<file path="config.mk">
export PLATFORM = sky130hd
export DESIGN_NAME = nested_struct_assembler_flat
export DESIGN_NICKNAME = d
export VERILOG_FILES = /design/src/rtl/nested_struct_assembler_if.sv /design/src/rtl/nested_struct_assembler.sv /design/src/flat_wrapper.sv
export SDC_FILE = /design/constraint.sdc
export NUM_CORES = 1
export LEC_CHECK = 0
export CORE_ASPECT_RATIO = 1.25
export CORE_UTILIZATION = 43
export DETAILED_ROUTE_END_ITERATION = 8
export MAX_ROUTING_LAYER = met4
export PLACE_DENSITY = 0.83
export SLEW_MARGIN = 25
export SYNTH_ARGS = -nofsm -noshare
export SYNTH_HDL_FRONTEND = slang
export SYNTH_SLANG_ARGS = --single-unit
</file>
<file path="constraint.sdc">
create_clock -name clk -period 1.07 [get_ports clk]
set_input_delay 0.214 -clock clk [delete_from_list [all_inputs] [get_ports clk]]
set_output_delay 0.214 -clock clk [all_outputs]
set_load 0.005 [all_outputs]
</file>
<file path="src/rtl/nested_struct_assembler_if.sv">
// ============================================================================
// Module     : nested_struct_assembler_if
// Description: Field-beat input stream and packed-record output stream.
//              Adds out_par when STRUCT_ASM_PARITY_EN is defined.
// Revision   : 1.0  initial release
// ============================================================================
`default_nettype none

interface nested_struct_assembler_if #(
   parameter int A_W = 3,
   parameter int B_W = 4,
   parameter int D_W = (A_W > B_W) ? A_W : B_W,
   parameter int R_W = A_W + B_W + 1
);
   logic           fld_valid;
   logic           fld_ready;
   logic [1:0]     fld_sel;
   logic [D_W-1:0] fld_data;
   logic           fld_last;
   logic           out_valid;
   logic           out_ready;
   logic [R_W-1:0] out_data;
   logic [2:0]     out_mask;
   logic           out_err;
`ifdef STRUCT_ASM_PARITY_EN
   logic           out_par;

   modport slave (
      input  fld_valid, fld_sel, fld_data, fld_last, out_ready,
      output fld_ready, out_valid, out_data, out_mask, out_err, out_par
   );
   modport master (
      output fld_valid, fld_sel, fld_data, fld_last, out_ready,
      input  fld_ready, out_valid, out_data, out_mask, out_err, out_par
   );
`else
   modport slave (
      input  fld_valid, fld_sel, fld_data, fld_last, out_ready,
      output fld_ready, out_valid, out_data, out_mask, out_err
   );
   modport master (
      output fld_valid, fld_sel, fld_data, fld_last, out_ready,
      input  fld_ready, out_valid, out_data, out_mask, out_err
   );
`endif
endinterface

`default_nettype wire

</file>
<file path="src/rtl/nested_struct_assembler.sv">
// ============================================================================
// Module     : nested_struct_assembler
// Description: Collects {foo.a, foo.b, bar.foo.a} one field per beat, then
//              holds the packed record until consumed. Option macro:
//              STRUCT_ASM_PARITY_EN (out_par + incomplete-record error).
// Revision   : 1.0  initial release
// ============================================================================
`default_nettype none

module nested_struct_assembler #(
   parameter int A_W = 3,
   parameter int B_W = 4
) (
   input  logic                       clk,
   input  logic                       rst_n,
   nested_struct_assembler_if.slave   bus
);
   typedef enum logic [0:0] {
      FILL = 1'b0,
      HOLD = 1'b1
   } state_t;

   localparam logic [1:0] SEL_FOO_A = 2'd0;
   localparam logic [1:0] SEL_FOO_B = 2'd1;
   localparam logic [1:0] SEL_BAR_A = 2'd2;

   state_t           state, state_nxt;
   logic [A_W-1:0]   foo_a, foo_a_nxt;
   logic [B_W-1:0]   foo_b, foo_b_nxt;
   logic             bar_a, bar_a_nxt;
   logic [2:0]       mask, mask_nxt;
   logic             err, err_nxt;
`ifdef STRUCT_ASM_PARITY_EN
   logic             par, par_nxt;
`endif

   always_ff @(posedge clk or negedge rst_n) begin
      if (!rst_n) begin
         state <= FILL;
         foo_a <= '0;
         foo_b <= '0;
         bar_a <= 1'b0;
         mask  <= 3'b000;
         err   <= 1'b0;
`ifdef STRUCT_ASM_PARITY_EN
         par   <= 1'b0;
`endif
      end else begin
         state <= state_nxt;
         foo_a <= foo_a_nxt;
         foo_b <= foo_b_nxt;
         bar_a <= bar_a_nxt;
         mask  <= mask_nxt;
         err   <= err_nxt;
`ifdef STRUCT_ASM_PARITY_EN
         par   <= par_nxt;
`endif
      end
   end

   always_comb begin
      state_nxt = state;
      foo_a_nxt = foo_a;
      foo_b_nxt = foo_b;
      bar_a_nxt = bar_a;
      mask_nxt  = mask;
      err_nxt   = err;
`ifdef STRUCT_ASM_PARITY_EN
      par_nxt   = par;
`endif
      case (state)
         FILL: begin
            if (bus.fld_valid) begin
               // A rewrite of an already-set field keeps the new value but flags the record.
               case (bus.fld_sel)
                  SEL_FOO_A: begin
                     foo_a_nxt   = bus.fld_data[A_W-1:0];
                     err_nxt     = err | mask[2];
                     mask_nxt[2] = 1'b1;
                  end
                  SEL_FOO_B: begin
                     foo_b_nxt   = bus.fld_data[B_W-1:0];
                     err_nxt     = err | mask[1];
                     mask_nxt[1] = 1'b1;
                  end
                  SEL_BAR_A: begin
                     bar_a_nxt   = bus.fld_data[0];
                     err_nxt     = err | mask[0];
                     mask_nxt[0] = 1'b1;
                  end
                  default: err_nxt = 1'b1;
               endcase
               if (bus.fld_last) begin
                  state_nxt = HOLD;
`ifdef STRUCT_ASM_PARITY_EN
                  par_nxt   = ^{foo_a_nxt, foo_b_nxt, bar_a_nxt};
`endif
               end
            end
         end
         HOLD: begin
            if (bus.out_ready) begin
               state_nxt = FILL;
               foo_a_nxt = '0;
               foo_b_nxt = '0;
               bar_a_nxt = 1'b0;
               mask_nxt  = 3'b000;
               err_nxt   = 1'b0;
`ifdef STRUCT_ASM_PARITY_EN
               par_nxt   = 1'b0;
`endif
            end
         end
         default: state_nxt = FILL;
      endcase
   end

   assign bus.fld_ready = (state == FILL);
   assign bus.out_valid = (state == HOLD);
   assign bus.out_data  = {foo_a, foo_b, bar_a};
   assign bus.out_mask  = mask;
`ifdef STRUCT_ASM_PARITY_EN
   assign bus.out_err   = err | ((state == HOLD) && (mask != 3'b111));
   assign bus.out_par   = par;
`else
   assign bus.out_err   = err;
`endif

endmodule

`default_nettype wire

</file>
<file path="src/flat_wrapper.sv">
// flat-port wrapper written by rule: the top's interface ports become plain ports
module nested_struct_assembler_flat 
#(
   parameter int A_W = 3,
   parameter int B_W = 4
)
  (clk, rst_n, bus_fld_valid, bus_fld_sel, bus_fld_data, bus_fld_last, bus_out_ready, bus_fld_ready, bus_out_valid, bus_out_data, bus_out_mask, bus_out_err);
  nested_struct_assembler_if #(.A_W(A_W), .B_W(B_W)) bus_i ();
  input  logic clk;
  input  logic rst_n;
  input wire logic [$bits(bus_i.fld_valid)-1:0] bus_fld_valid;
  input wire logic [$bits(bus_i.fld_sel)-1:0] bus_fld_sel;
  input wire logic [$bits(bus_i.fld_data)-1:0] bus_fld_data;
  input wire logic [$bits(bus_i.fld_last)-1:0] bus_fld_last;
  input wire logic [$bits(bus_i.out_ready)-1:0] bus_out_ready;
  output wire logic [$bits(bus_i.fld_ready)-1:0] bus_fld_ready;
  output wire logic [$bits(bus_i.out_valid)-1:0] bus_out_valid;
  output wire logic [$bits(bus_i.out_data)-1:0] bus_out_data;
  output wire logic [$bits(bus_i.out_mask)-1:0] bus_out_mask;
  output wire logic [$bits(bus_i.out_err)-1:0] bus_out_err;
  assign bus_i.fld_valid = bus_fld_valid;
  assign bus_i.fld_sel = bus_fld_sel;
  assign bus_i.fld_data = bus_fld_data;
  assign bus_i.fld_last = bus_fld_last;
  assign bus_i.out_ready = bus_out_ready;
  assign bus_fld_ready = bus_i.fld_ready;
  assign bus_out_valid = bus_i.out_valid;
  assign bus_out_data = bus_i.out_data;
  assign bus_out_mask = bus_i.out_mask;
  assign bus_out_err = bus_i.out_err;
  nested_struct_assembler #(.A_W(A_W), .B_W(B_W)) u_core (.clk(clk), .rst_n(rst_n), .bus(bus_i));
endmodule
</file>
==> run_results.csv <==
group,metric,value,unit
floorplanning,dieHeight,47.1,µm
worst_setup_path,worst_setup_path_start_kind,"register",
worst_setup_path,cp-startpoint,"u_core.bus.out_valid$_DFF_PN0_",
routing,dr_wl_met3,117,µm
synthesis,synthFlopType,"dfrtp_1",
floorplanning,io_pins,25,
routing,top_layer_used,"met4",
clocking,cts_buffers,3,
status,violations,"negative setup slack",
floorplanning,core,1450,µm²
min_path,min_path_type,"in -> async",
worst_setup_path,timing.rr.end,"u_core.bus.out_valid$_DFF_PN0_",
floorplanning,die_w,38.1,µm
floorplanning,start_util,48.5,%
final_layout,stdcell_count,125,
synthesis,ys_seq_elements,13,
worst_setup_path,crit_fanout,2,
worst_setup_path,crit_type,"reg -> out",
final_layout,layout-drive-gt1-share,39.8,%
sta,setup_ws,-108,ps
synthesis,synth_fp_nets,81,
pwr,power_density,1460,nW/µm²
sta,tightestPinTransition,315,ps
worst_setup_path,worst_r2r_path_depth,4,
sta,maxSlewViolCount,0,
routing,wire_per_inst,14.0,µm
sta,maxSlewHeadroom,79.0,%
place,placed_cells,117,
synthesis,synth.most_common_cell,"dfrtp_1",
pwr,vdd_drop_max,870,µV
worst_setup_path,critPathMaxStageDelay,400,ps
synthesis,syn_inst,66,
worst_setup_path,crit_chain,"buf_6, inv_2, buf_2",
grt,track_usage,22.9,%
worst_setup_path,required,860,ps
synthesis,synth.avg_cell_area,10.6,µm²
sta,final_hold_viol_count,0,
grt,first_global_vias,611,
clocking,clk_path_buf_depth,2,
synthesis,synth_common_cells,"13 x dfrtp_1, 9 x nand2_1, 8 x mux2i_1, 8 x o21ai_1, 5 x inv_1",
synthesis,synth_top_area_share,46.4,%
flow_run,cap_viol_max_count,0,
final_layout,antenna_cells,0,
worst_setup_path,cp-end-kind,"output port",
place,dpl.hpwl,1.20,mm
sta,rsz0062_at_grt,"true",
routing,avgViaCountPerCell,5.41,
pwr,leakagePower,0.565,nW
clocking,clk_pin_slew_worst_paths,80,ps
clocking,root_buffer,"clkbuf_4",
final_layout,fin_util,72.4,%
synthesis,synth_edf_count,0,
routing,met1_length,657,µm
worst_setup_path,arrival,960,ps
synthesis,yosys.area.top_type,"dfrtp_1",
routing,via_count,676,
sta,min_period_over_period,110,%
final_layout,syn_to_final_growth,49.3,%
grt,grt_max_degree,14,
clocking,clk_latency,290,ps
routing,first_pass_iters,4,
worst_setup_path,crit_slowest_cell,"dfrtp_1",
sta,min_period,1180,ps
sta,finalSetupTns,-397,ps
place,routabilityCongestion,0.756,
routing,drt_wl_total,1.76,mm
worst_setup_path,rrSetupSlack,-80,ps
worst_setup_path,crit_end,"bus_fld_ready",
clocking,htree_levels,1,
clocking,cts_tree,"yes",
place,dp_worst_setup_slack,-552,ps
clocking,cts_sinks,13,
synthesis,synth.yosys.seq_area_share,46.4,%
routing,first_iter_violations,18,
routing,wl_met2,941,µm
grt,gr-total-overflow,0,
synthesis,yosys_warnings,0,
synthesis,syn_area,701,µm²
final_layout,num-nets-final,124,
routing,ant_nets,0,
sta,setup_viol,10,
sta,fmax,0.849,GHz
routing,remaining_drc_errors,0,
synthesis,async_reset_ff_share,100,%
status,status,"finished, violations left",
grt,grt_pass1_wl,2.60,mm
floorplanning,rows,15,
worst_setup_path,rr_startpoint,"u_core.bus.out_valid$_DFF_PN0_",
floorplanning,die-area,1800,µm²
synthesis,synth_cell_type_count,19,
synthesis,synthTopCellsByArea,"dfrtp_1 46%, mux2i_1 11%, ha_1 7.1%",
grt,antenna_found_initial,0,
sta,holdWs,215,ps
place,portBuffers,24,
sta,fin_skew,4.10,ps
==> layout by cell type, fill, tap and decap left out, types with 2 or more instances in the layout <==
master           synthesis  layout
nor2b_4                  1       2
o2bb2ai_1                2       2
clkdlybuf4s50_1          0       8
o21ai_1                  8       9
dfrtp_1                 13      13
inv_1                    5       4
nand2_1                  9       9
mux2i_1                  8       8
buf_4                    1      16
buf_2                    1      13
clkbuf_4                 0       3
a21oi_1                  3       3
dlygate4sd2_1            0       2
nand2_4                  2       2
ha_1                     4       3
==> power by group <==
group	switching [mW]	leakage, nW	internal [mW]
registers	0.0483	0.162	0.585
clock network	0.176	0.0150	0.145
logic	0.254	0.388	0.321
==> cells by family (layout without fill, tap and decap cells) <==
group	Yosys count	count (layout)	synth area share, %
AOI/OAI and AO/OA	19	19	16.4
adders and majority gates	4	4	7.14
buffers and inverters	9	50	7.68
DFF	13	13	46.4
muxes	8	8	11.4
and+or+nand+nor	13	14	10.9
==> stage by stage <==
stage                     area [µm²]  total power, mW
after floorplan                  701            0.854
after global placement          1030             1.23
after detailed placement        1030             1.25
after CTS                       1030             1.52
after global routing            1050             1.62
final                           1050             1.53
==> timing repair <==
action                                  in CTS  in global routing
hold buffers                                 0                  0
pin swaps                                    0                  1
gates resized for setup                     60                  7
endpoints found under the setup margin      26                 12
cloned                                       1                  0
endpoints found under the hold margin        0                  0
setup buffers                                3                  1
==> sequential cells by signal, indices dropped and copies added (netlist names) <==
name                  cells
u_core.bus.out_err        1
u_core.bus.out_mask       3
u_core.bus.out_valid      1
u_core.foo_a              3
u_core.foo_b              4
u_core.bar_a              1
==> how the worst min path moves through the flow <==
stage	end	startpoint	cells past startpoint	slack [ps]
after floorplan	u_core.bar_a$_DFFE_PN0P_	rst_n	0	-80
after global placement	u_core.foo_b[1]$_DFFE_PN0P_	u_core.foo_b[1]$_DFFE_PN0P_	2	500
after detailed placement	u_core.foo_b[0]$_DFFE_PN0P_	rst_n	2	530
after CTS	u_core.bus.out_valid$_DFF_PN0_	rst_n	2	210
after global routing	u_core.bus.out_valid$_DFF_PN0_	rst_n	2	220
final	u_core.bar_a$_DFFE_PN0P_	rst_n	2	210
==> worst max-delay path, delay by kind of cell (launching register included) <==
| kind | cells | cell delay [ps] |
|---|---|---|
| DFF | 1 | 400 |
| buffers and inverters | 3 | 270 |
==> final cells by class <==
class                   instances  area, µm²
inverters                       5       18.8
flip-flops and latches         13        325
multi-input cells              45        355
repair buffers                 41        299
well taps                      17       21.3
fillers                       108        399
clock buffers                   4       26.3
==> per-layer routing <==
| layer | vias to the layer above | global-route usage [%] |
|---|---|---|
| li1 | 312 | - |
| met1 | 331 | 23.3 |
| met2 | 28 | 38.6 |
| met3 | 5 | 4.27 |
| met4 | 0 | 17.1 |
| met5 | - | - |
No activity file was read; power rests on OpenSTA's default activity.
